## src/rtl/dpram_byte_reader_pkg.sv

```systemverilog
// rtl/dpram_byte_reader_pkg.sv - shared sizes and helpers for the dual-port RAM byte reader
package dpram_reader_pkg;

    localparam int PTR_W      = 13;
    localparam int WADDR_W    = 11;
    localparam int FIFO_DEPTH = 3;

    typedef logic [PTR_W-1:0]   ptr_t;
    typedef logic [WADDR_W-1:0] waddr_t;
    typedef logic [1:0]         fifo_idx_t;

    function automatic logic [7:0] lane_byte(input logic [31:0] word, input logic [1:0] lane);
        return word[8*lane +: 8];
    endfunction

    function automatic fifo_idx_t fifo_idx_next(input fifo_idx_t idx);
        return (idx == fifo_idx_t'(FIFO_DEPTH - 1)) ? '0 : idx + fifo_idx_t'(1);
    endfunction

endpackage

```

## src/rtl/dpram_byte_reader_if.sv

```systemverilog
// rtl/dpram_byte_reader_if.sv - control, RAM port B and byte stream bundle
interface dpram_byte_reader_if;

    logic                               enable;
    logic                               flush;
    logic [dpram_reader_pkg::PTR_W-1:0] wrptr;
    logic [dpram_reader_pkg::PTR_W-1:0] rdptr;
    logic [dpram_reader_pkg::WADDR_W-1:0] ram_addr;
    logic [31:0]                        ram_rddata;
    logic [7:0]                         m_data;
    logic                               m_valid;
    logic                               m_ready;

    modport master (
        input  enable, flush, wrptr, ram_rddata, m_ready,
        output rdptr, ram_addr, m_data, m_valid
    );

    modport slave (
        output enable, flush, wrptr, ram_rddata, m_ready,
        input  rdptr, ram_addr, m_data, m_valid
    );

endinterface

```

## src/rtl/dpram_byte_reader_fifo.sv

```systemverilog
// rtl/dpram_byte_reader_fifo.sv - 3-entry 8-bit synchronous FIFO with clear
module byte_fifo3
    import dpram_reader_pkg::*;
(
    input  logic       clk,
    input  logic       reset,
    input  logic       i_clear,
    input  logic       i_push,
    input  logic       i_pop,
    input  logic [7:0] i_din,
    output logic [7:0] o_head,
    output logic [1:0] o_count
);

    logic [7:0] r_mem [FIFO_DEPTH];
    fifo_idx_t  r_rd_idx;
    fifo_idx_t  r_wr_idx;
    logic [1:0] r_count;

    always_ff @(posedge clk) begin
        if (reset) begin
            for (int i = 0; i < FIFO_DEPTH; i++) begin
                r_mem[i] <= '0;
            end
            r_rd_idx <= '0;
            r_wr_idx <= '0;
            r_count  <= '0;
        end else if (i_clear) begin
            r_rd_idx <= '0;
            r_wr_idx <= '0;
            r_count  <= '0;
        end else begin
            if (i_push) begin
                r_mem[r_wr_idx] <= i_din;
                r_wr_idx        <= fifo_idx_next(r_wr_idx);
            end
            if (i_pop) begin
                r_rd_idx <= fifo_idx_next(r_rd_idx);
            end
            case ({i_push, i_pop})
                2'b10:   r_count <= r_count + 2'd1;
                2'b01:   r_count <= r_count - 2'd1;
                default: r_count <= r_count;
            endcase
        end
    end

    assign o_head  = r_mem[r_rd_idx];
    assign o_count = r_count;

endmodule

```

## src/rtl/dpram_byte_reader.sv

```systemverilog
// rtl/dpram_byte_reader.sv - streams bytes from a RAM ring buffer via port B
module dpram_byte_reader
    import dpram_reader_pkg::*;
(
    input logic                 clk,
    input logic                 reset,
    dpram_byte_reader_if.master bus
);

    ptr_t       r_fptr;
    ptr_t       r_rdptr;
    logic       r_inflight;
    logic [1:0] r_sel;

    logic       w_issue;
    logic       w_push;
    logic       w_pop;
    logic [1:0] w_count;
    logic [7:0] w_head;
    logic [2:0] w_occupancy;

    // Bytes already buffered plus the one on its way back must leave a free slot.
    assign w_occupancy = {1'b0, w_count} + {2'b00, r_inflight};
    assign w_issue     = bus.enable && !bus.flush && (r_fptr != bus.wrptr)
                         && (w_occupancy < 3'(FIFO_DEPTH));
    assign w_push      = r_inflight && !bus.flush;
    assign w_pop       = bus.m_valid && bus.m_ready && !bus.flush;

    always_ff @(posedge clk) begin
        if (reset) begin
            r_fptr     <= '0;
            r_rdptr    <= '0;
            r_inflight <= 1'b0;
            r_sel      <= '0;
        end else if (bus.flush) begin
            r_fptr     <= bus.wrptr;
            r_rdptr    <= bus.wrptr;
            r_inflight <= 1'b0;
        end else begin
            r_inflight <= w_issue;
            if (w_issue) begin
                r_fptr <= r_fptr + ptr_t'(1);
                r_sel  <= r_fptr[1:0];
            end
            if (w_pop) begin
                r_rdptr <= r_rdptr + ptr_t'(1);
            end
        end
    end

    byte_fifo3 u_fifo (
        .clk     (clk),
        .reset   (reset),
        .i_clear (bus.flush),
        .i_push  (w_push),
        .i_pop   (w_pop),
        .i_din   (lane_byte(bus.ram_rddata, r_sel)),
        .o_head  (w_head),
        .o_count (w_count)
    );

    assign bus.ram_addr = r_fptr[PTR_W-1 -: WADDR_W];
    assign bus.rdptr    = r_rdptr;
    assign bus.m_data   = w_head;
    assign bus.m_valid  = (w_count != 2'd0);

endmodule

```

## src/flat_wrapper.sv

```systemverilog
// flat-port wrapper written by rule: the top's interface ports become plain ports
module dpram_byte_reader_flat import dpram_reader_pkg::*;
  (clk, reset, bus_enable, bus_flush, bus_wrptr, bus_ram_rddata, bus_m_ready, bus_rdptr, bus_ram_addr, bus_m_data, bus_m_valid);
  dpram_byte_reader_if bus_i ();
  input logic clk;
  input logic reset;
  input wire logic [$bits(bus_i.enable)-1:0] bus_enable;
  input wire logic [$bits(bus_i.flush)-1:0] bus_flush;
  input wire logic [$bits(bus_i.wrptr)-1:0] bus_wrptr;
  input wire logic [$bits(bus_i.ram_rddata)-1:0] bus_ram_rddata;
  input wire logic [$bits(bus_i.m_ready)-1:0] bus_m_ready;
  output wire logic [$bits(bus_i.rdptr)-1:0] bus_rdptr;
  output wire logic [$bits(bus_i.ram_addr)-1:0] bus_ram_addr;
  output wire logic [$bits(bus_i.m_data)-1:0] bus_m_data;
  output wire logic [$bits(bus_i.m_valid)-1:0] bus_m_valid;
  assign bus_i.enable = bus_enable;
  assign bus_i.flush = bus_flush;
  assign bus_i.wrptr = bus_wrptr;
  assign bus_i.ram_rddata = bus_ram_rddata;
  assign bus_i.m_ready = bus_m_ready;
  assign bus_rdptr = bus_i.rdptr;
  assign bus_ram_addr = bus_i.ram_addr;
  assign bus_m_data = bus_i.m_data;
  assign bus_m_valid = bus_i.m_valid;
  dpram_byte_reader u_core (.clk(clk), .reset(reset), .bus(bus_i));
endmodule
```

## config.mk

```make
export PLATFORM = sky130hd
export DESIGN_NAME = dpram_byte_reader_flat
export DESIGN_NICKNAME = d
export VERILOG_FILES = /design/src/rtl/dpram_byte_reader_pkg.sv /design/src/rtl/dpram_byte_reader_if.sv /design/src/rtl/dpram_byte_reader_fifo.sv /design/src/rtl/dpram_byte_reader.sv /design/src/flat_wrapper.sv
export SDC_FILE = /design/constraint.sdc
export NUM_CORES = 1
export LEC_CHECK = 0
export CAP_MARGIN = 20
export CORE_MARGIN = 2
export CORE_UTILIZATION = 35
export CTS_BUF_LIST = sky130_fd_sc_hd__clkbuf_8
export DETAILED_ROUTE_END_ITERATION = 12
export REMOVE_ABC_BUFFERS = 1
export SLEW_MARGIN = 20
export SYNTH_ARGS = -nofsm -noshare
export SYNTH_HDL_FRONTEND = slang
export SYNTH_SLANG_ARGS = --single-unit
export TNS_END_PERCENT = 1
```

## constraint.sdc

```tcl
create_clock -name clk -period 4.6 [get_ports clk]
set_input_delay 0.46 -clock clk [delete_from_list [all_inputs] [get_ports clk]]
set_output_delay 0.46 -clock clk [all_outputs]
set_load 0.05 [all_outputs]
```

Word level (Yosys, flattened, before mapping)
Memories as Yosys holds them, arrays and structs flattened. A register that Yosys moved wholly into a read port is not among the register bits.
Cells that the tools add are included.

operators by class
  eq/ne operators = 5
  reductions and logical operators = 14
  shifts and indexed selects = 1
  add/sub/neg operators = 7
  magnitude comparators = 1
  muxes and demuxes = 18
  bitwise logic cells = 1

operators by type and width
  cell                                                                   number
  13-bit 2-to-1 mux                                                      4
  32-bit by 6-bit indexed part select with 8-bit output                  1
  13-bit by 1-bit adder with 13-bit output, second input constant        2
  13-bit != test                                                         1
  2-bit 2-to-1 mux                                                       5
  8-bit 2-to-1 mux                                                       1
  2-bit nonzero test                                                     4
  8-bit OR reduction                                                     1
  1-bit 2-to-1 mux                                                       7
  2-bit by 1-bit adder with 2-bit output, second input constant          3
  2-bit equality test, second input constant                             3
  1-bit logical AND                                                      6
  2-bit case mux with 2 select lines                                     1
  2-bit by 1-bit adder with 3-bit output                                 1
  3-bit by 2-bit < comparator with 1-bit output, second input constant   1
  2-bit by 1-bit equality test with 1-bit output, second input constant  1
  2-bit AND reduction                                                    1
  2-bit OR reduction                                                     1
  2-bit by 1-bit subtractor with 2-bit output, second input constant     1
  1-bit zero test                                                        1
  1-bit NOT                                                              1

storage, ports and cells
  memories = 1
  input bits = 50
  memory bits (writable) = 24
  word-level logic and storage cells = 55
  output and inout port bits = 33
  bits in registers = 35

memory list
  memory               words  width  rd ports  clocked after memory_dff  write ports  line                          RTL
  u_core.u_fifo.r_mem  3      8      1         1                         3            dpram_byte_reader_fifo.sv:15  logic [7:0] r_mem [FIFO_DEPTH];

Longest topological paths before layout
Gate-level depths: netlist of the first run.

  depth after elaboration = 8
  gate-level depth with buffers = 8

Cells and area by module
Synthesis of the first run repeated with hierarchy kept, for this count alone.

unflattened totals
  cell total of the unflattened synthesis = 337
  area total of the unflattened synthesis = 3,694.8 um^2

modules (own cells, without submodules)
  module             instances  cells each  seq. area each (um^2)  area an instance (um^2)
  dpram_byte_reader  1          222         580.6                  2,008.2
  byte_fifo3         1          115         1,121.1                1,686.6

Worst setup path before layout of the first run
Ideal clock, no wire load.

  path kind = flip-flop to flip-flop
  start point = reg u_core.u_fifo.r_count[0], in the netlist u_core.u_fifo.o_count[0]
  end point = reg u_core.r_fptr[12]
  slack = 2.512 ns
  library setup time = 0.129 ns
  clock period less this slack = 2.088 ns
  stages on the path, launching flop included = 8
  arrival time = 1.959 ns
  path buffers = 0
  data required time = 4.471 ns
  path through = dfxtp_1 -> ha_1 -> ha_1 -> a2111oi_4 -> nand3_2 -> a2111oi_4 -> xnor2_1 -> a21boi_1

between the ends
  word-level cells in the longest chain between the ends = 4

RTL lines
  what                                           line                          RTL
  start, declared                                dpram_byte_reader_fifo.sv:18  logic [1:0] r_count;
  start signal, assigned                         dpram_byte_reader_fifo.sv:41  2'b10: r_count <= r_count + 2'd1;
  start signal, assigned                         dpram_byte_reader_fifo.sv:42  2'b01: r_count <= r_count - 2'd1;
  start signal, assigned                         dpram_byte_reader_fifo.sv:43  default: r_count <= r_count;
  2-bit by 1-bit adder with 3-bit output         dpram_byte_reader.sv:23       assign w_occupancy = {1'b0, w_count} + {2'b00, r_inflight};
  3-bit by 2-bit < comparator with 1-bit output  dpram_byte_reader.sv:25       && (w_occupancy < 3'(FIFO_DEPTH));
  1-bit logical AND                              dpram_byte_reader.sv:25
  2-bit nonzero test (no line)                   -
  end signal, assigned                           dpram_byte_reader.sv:36       r_fptr <= bus.wrptr;
  end signal, assigned                           dpram_byte_reader.sv:42       r_fptr <= r_fptr + ptr_t'(1);
  end, declared                                  dpram_byte_reader.sv:10       ptr_t r_fptr;

Every way passes these cells.
A chain may end at the register's enable or synchronous reset.

==> flow_summary.json, run 1 <==
{
  "firstDrtPassIters": 4,
  "wirelength_um": 8660,
  "power.density_nw_per_um2": 315,
  "crit_buf_inv": 1,
  "fin_skew_ns": 0.0110,
  "hold_path.startpoint": "u_core.bus.rdptr[1]",
  "vias": 2643,
  "area.growth.synth_to_final_pct": 29.4,
  "cp_top_family": "buffers and inverters",
  "hold_path.class": "flop to flop",
  "rrSetupSlack_ns": 2.28,
  "fin_crit_sh_pct": 60.3,
  "start_util_pct": 35.8,
  "grtUsageTotal_pct": 16.4,
  "ant_nets": 0,
  "reg2reg_to": "u_core.r_fptr[7]",
  "yosysSeqAreaShare_pct": 46.2,
  "maxSlewHeadroom_pct": 44.2,
  "synth_area_sq_um": 3680,
  "cts_tree": "done",
  "ios": 83,
  "holdBufCountCts": 0,
  "synthCells": 324,
  "required_ns": 4.14,
  "timing.fmax_mhz": 360,
  "leakagePower_nw": 1.65,
  "core.rowCount": 37,
  "arrival_ns": 2.31,
  "cts_root_buf": "clkbuf_8",
  "synth.avg_cell_area_sq_um": 11.4,
  "antenna_found_initial": 0,
  "hold_viol": 0,
  "grt_pass1_wl_um": 14300,
  "placed_area_sq_um": 4540,
  "setup_viol": 0,
  "min_period_ns": 2.77,
  "ys_ff_latch": 69,
  "dp_hpwl_um": 6610,
  "port_buffers": 82,
  "synth-async-reset-ratio_pct": 0,
  "whs_endpoint": "u_core.bus.rdptr[1]",
  "cts_buffer_depth": 2,
  "cts_resized": 0,
  "synthTopCellsByArea": "edfxtp_1, dfxtp_1, mux4_2, xnor2_1, and2_1",
  "whs_path_depth": 2,
  "grt_max_degree": 32,
  "clock-sinks": 69,
  "final.setup.tns_ns": 0,
  "place_ws_ns": 1.92,
  "antenna_cells": 0,
  "crit_chain": "mux4_2 -> clkdlybuf4s50_1",
  "drc": 0,
  "cp_max_fo": 8,
  "r2r_start": "u_core.u_fifo.o_count[0]",
  "yosysWarningCount": 0,
  "cap_viol_max_count": 0,
  "htree_levels": 3,
  "crit_path_start_kind": "flop",
  "slowest_stage": "clkdlybuf4s50_1",
  "final_nets": 449,
  "yosysTopAreaCell": "edfxtp_1",
  "ir_drop_uv": 171,
  "fin_ws_ns": 1.83,
  "cts_made_buffers": 9,
  "worstSetupPathType": "flop to primary output",
  "synth_common_cells": "dfxtp_1, edfxtp_1, and2_1, xnor2_1, a21oi_1",
  "stdcell_count": 535,
  "r2r_cells": 8,
  "dp_cells": 519,
  "wl_per_cell_um": 16.2,
  "finish.instance_area_sq_um": 4760,
  "max_stage_delay_ns": 0.72,
  "die_w_um": 107,
  "crit_path_end_kind": "primary output",
  "die_area_sq_um": 11400,
  "rsz0062_at_grt": "no",
  "status": "completed",
  "post_cts.repair.setup_buffers": 0,
  "drt_iter0_drc": 134,
  "synth_edf_count": 32,
  "hold_ws_ns": 0.539,
  "yosys.area.top_type_share_pct": 26.1,
  "place_congestion": 0.772,
  "synth_ff_type": "dfxtp_1",
  "path_clk_slew_ns": 0.07,
  "die_h_um": 107,
  "coreArea_sq_um": 10300,
  "slew_viol_final": 0,
  "drive_gt1_share_pct": 12.0,
  "clkLatencyLatePin_ns": 0.35,
  "avgViaCountPerCell": 4.94,
  "synth.distinct_cells": 47,
  "gr-total-overflow": 0,
  "worstMarginPinSlew_ns": 0.835,
  "grt_pass1_vias": 2796,
  "synth.most_common_cell": "dfxtp_1"
}
-- stage by stage --
stage	power, W	utilization (%)
3_5_place_dp	0.000965	44.2
4_1_cts	0.00152	46.4
5_1_grt	0.00156	46.4
6_report	0.00150	46.4
2_1_floorplan	0.000851	-
3_3_place_gp	0.000964	44.2
-- cell usage in the layout, fill, tap and decap left out, drive strengths merged, types with 2 or more instances in the layout --
cell / instances
inv: 18
nor4: 2
mux2i: 4
bufinv: 2
and3: 2
nand2b: 6
clkdlybuf4s50: 82
nor3: 4
nor2: 15
clkbuf: 9
and2: 24
nand3: 7
or2: 3
buf: 2
xor2: 14
a21boi: 20
mux4: 16
a211oi: 6
nand2: 17
a2111oi: 2
a21oi: 21
o21bai: 3
edfxtp: 32
ha: 5
nand4: 9
dfxtp: 37
clkinvlp: 2
xnor2: 23
-- layer usage --
metal	GRT usage, %	wire [um]	vias up
li1	-	-	1293
met1	22.1	3970	1282
met2	26.8	4250	58
met3	2.64	315	10
met4	5.84	128	0
met5	0	0	-
-- report_power, final --
part | internal [W] | switching, W | leakage [nW]
combinational | 0.000115 | 0.000135 | 0.914
clock | 0.000308 | 0.000244 | 0.106
sequential | 0.000667 | 0.0000329 | 0.625
-- worst max-delay path by stage --
stage | startpoint | end | slack (ns) | depth (start not counted)
after floorplan | u_core.r_fptr[6] | u_core.r_fptr[10] | 2.42 | 5
after global placement | bus_flush | u_core.u_fifo.r_mem[2][0] | 2.00 | 7
after detailed placement | bus_flush | u_core.u_fifo.r_mem[2][6] | 1.92 | 7
after CTS | flop | bus_m_data[3] | 1.76 | 2
after global routing | flop | bus_m_data[3] | 1.69 | 2
final | flop | bus_m_data[3] | 1.83 | 2
-- worst register-to-register path, delay by kind of cell, from the launching register on --
kind | cells | cell delay, ns
compound gates | 3 | 0.88
fa+ha+maj | 2 | 0.41
flops | 1 | 0.37
simple gates | 2 | 0.36
xor+xnor | 1 | 0.17
-- area by class of cell --
cell class / count / area (sq um)
clock buffer: 9 / 124
clock inverter: 7 / 97.6
fill: 977 / 5510
inverter: 16 / 60.1
multi-input combinational: 214 / 1780
sequential: 69 / 1700
tap: 136 / 170
timing repair buffer: 84 / 836
-- sequential cells by signal, summed over array words and instances, names as in the netlist, named ones only --
register	count
u_core.bus.rdptr	13
u_core.r_fptr	13
u_core.r_inflight	1
u_core.r_sel	2
u_core.u_fifo.o_count	2
u_core.u_fifo.r_mem	32
u_core.u_fifo.r_rd_idx	2
u_core.u_fifo.r_wr_idx	2
-- kinds of logic (layout without fill, tap and decap cells) --
| logic type | after synthesis | count (layout) | share of synthesized area, % |
|---|---|---|---|
| XOR/XNOR | 37 | 37 | 9.01 |
| multiplexers | 21 | 21 | 11.2 |
| AND/OR/NAND/NOR | 93 | 93 | 14.4 |
| flip-flops | 69 | 69 | 46.2 |
| adder cells (fa/ha/maj) | 5 | 5 | 1.70 |
| AO/OA/AOI/OAI | 58 | 58 | 11.9 |
| buffers and inverters | 41 | 116 | 5.54 |
(Power assumes the default switching activity.)
==> inputs of run 2 (changes only) <==
clock period = 2.3 ns   (was 4.6 ns; I/O delays follow)
==> run 2 against run 1 <==
  * First-iteration DRC count shrank 13%
  * Sequential power increased by 99%
  * Design area rose by 1.6%
  * Combinational power increased by 100%
==> flow_summary.json, run 2 (synthesis results as in run 1) <==
{
  "status": "completed",
  "leakagePower_nw": 1.71,
  "grt_max_degree": 32,
  "drc": 0,
  "antenna_found_initial": 0,
  "clkLatencyLatePin_ns": 0.35,
  "worstSetupPathType": "flop to flop",
  "avgViaCountPerCell": 4.90,
  "cts_buffer_depth": 2,
  "max_stage_delay_ns": 0.44,
  "grtUsageTotal_pct": 16.3,
  "power.internal_w": 0.00218,
  "mostFrequentLayoutCell": "clkdlybuf4s50_1",
  "layout_common_cells": "clkdlybuf4s50_1, dfxtp_1, edfxtp_1, and2_1, xnor2_1",
  "final.setup.tns_ns": 0,
  "setup_viol": 0,
  "ir_drop_uv": 305,
  "cp_top_family": "compound AO/OA/AOI/OAI gates",
  "cts_made_buffers": 9,
  "final_nets": 460,
  "ant_nets": 0,
  "clock-sinks": 69,
  "p_seq_share_pct": 46.1,
  "slew_viol_final": 0,
  "slowest_stage": "a2111oi_4",
  "fillers": 978,
  "dp_hpwl_um": 6570,
  "combPwrFrac_pct": 16.9,
  "crit_chain": "ha_1 -> ha_4 -> a2111oi_4 -> nand3_1 -> a211oi_1 -> xnor2_1 -> a21boi_0",
  "final_util_pct": 47.1,
  "maxSlewHeadroom_pct": 62.6,
  "place_congestion": 0.801,
  "finish.instance_area_sq_um": 4840,
  "fin_ws_ns": 0.142,
  "grt_pass1_wl_um": 14100,
  "regMostFlops": "u_core.u_fifo.r_mem",
  "cap_viol_max_count": 0,
  "arrival_ns": 2.38,
  "power_frac_clock_pct": 37.0,
  "firstDrtPassIters": 4,
  "antenna_cells": 0,
  "area.growth.synth_to_final_pct": 31.5,
  "die_h_um": 107,
  "timing.fmax_mhz": 463,
  "drive_gt1_share_pct": 16.6,
  "cts_tree": "done",
  "fin_skew_ns": 0.00753,
  "cts_root_buf": "clkbuf_8",
  "ios": 83,
  "worstMarginPinSlew_ns": 0.560,
  "core.rowCount": 37,
  "required_ns": 2.52,
  "crit_path_start_kind": "flop",
  "rsz0062_at_grt": "no",
  "hold_ws_ns": 0.478,
  "coreArea_sq_um": 10300,
  "placed_area_sq_um": 4610,
  "power_switching_w": 0.000837,
  "htree_levels": 3,
  "grt_pass1_vias": 2840,
  "vias": 2676,
  "start_util_pct": 35.8,
  "path_clk_slew_ns": 0.08,
  "hold_path.class": "flop to flop",
  "power.density_nw_per_um2": 624,
  "wl_per_cell_um": 16.2,
  "place_ws_ns": 0.0835,
  "crit_path_end_kind": "flop",
  "netSwitchingFraction_pct": 27.7,
  "wirelength_um": 8850,
  "crit_buf_inv": 0,
  "die_area_sq_um": 11400,
  "hold_viol": 0,
  "cp_max_fo": 3,
  "largest_register_ffs": 32,
  "drt_iter0_drc": 117,
  "port_buffers": 82,
  "die_w_um": 107,
  "gr-total-overflow": 0,
  "min_period_ns": 2.16,
  "fin_crit_sh_pct": 93.8
}
[run 2: cell types whose count changed in the layout (fill, tap and decap cells not counted), sizes merged]
cell and change:
inv -1, clkinv +2, clkinvlp -1, clkdlybuf4s50 -8
buf +19
[run 2: repair_timing]
item,4_1_cts,5_1_grt
hold endpoints to repair,0,0
hold buffers,0,0
setup buffers,0,0
resized for setup,0,1
setup endpoints to repair,0,3
[run 2: metal layers]
layer	share of wire [%]	vias up	track usage [%]	routed length, um
met1	45	1291	20.9	4020
met4	1.4	0	6.49	127
met3	4.5	10	3.43	397
li1	-	1315	-	-
met2	49	60	26.8	4300
met5	0	-	0	0
[run 2: through the flow]
step,instances,total power (W)
after CTS,546,0.00305
after global placement,530,0.00193
after global routing,546,0.00314
after floorplan,299,0.00170
after detailed placement,530,0.00193
final,546,0.00302
[run 2: worst paths after layout]
| path | from | to | slack, ns | cells after the start |
|---|---|---|---|---|
| setup / recovery | u_core.u_fifo.o_count[0] | u_core.r_fptr[7] | 0.14 | 7 |
| hold / removal | u_core.r_sel[0] | u_core.r_sel[0] | 0.48 | 2 |
| setup reg to reg | u_core.u_fifo.o_count[0] | u_core.r_fptr[7] | 0.14 | 7 |
| hold reg to reg | u_core.r_sel[0] | u_core.r_sel[0] | 0.48 | 2 |
[run 2: layout make-up]
cell class                      count  area, sq um  share of cell area [%]
Inverter                           16         60.1                    1.24
Clock inverter                      7         98.8                    2.04
Tap cell                          136          170                    3.52
Timing Repair Buffer               95          898                    18.6
Sequential cell                    69         1700                    35.2
Clock buffer                        9          124                    2.56
Multi-Input combinational cell    214         1790                    36.9
[run 2: tightest hold or removal path, stage by stage (launching register included)]
cell,delay [ns]
dfxtp_1,0.31
nand2b_1,0.06
mux2i_1,0.06
[run 2: power by group through the flow]
stage / Sequential (W) / Clock [W] / Combinational [W]
global placement: 0.00142 / 0 / 0.000511
floorplan: 0.00151 / 0 / 0.000191
global route: 0.00140 / 0.00119 / 0.000546
finish: 0.00139 / 0.00112 / 0.000510
detailed placement: 0.00142 / 0 / 0.000514
CTS: 0.00139 / 0.00115 / 0.000516
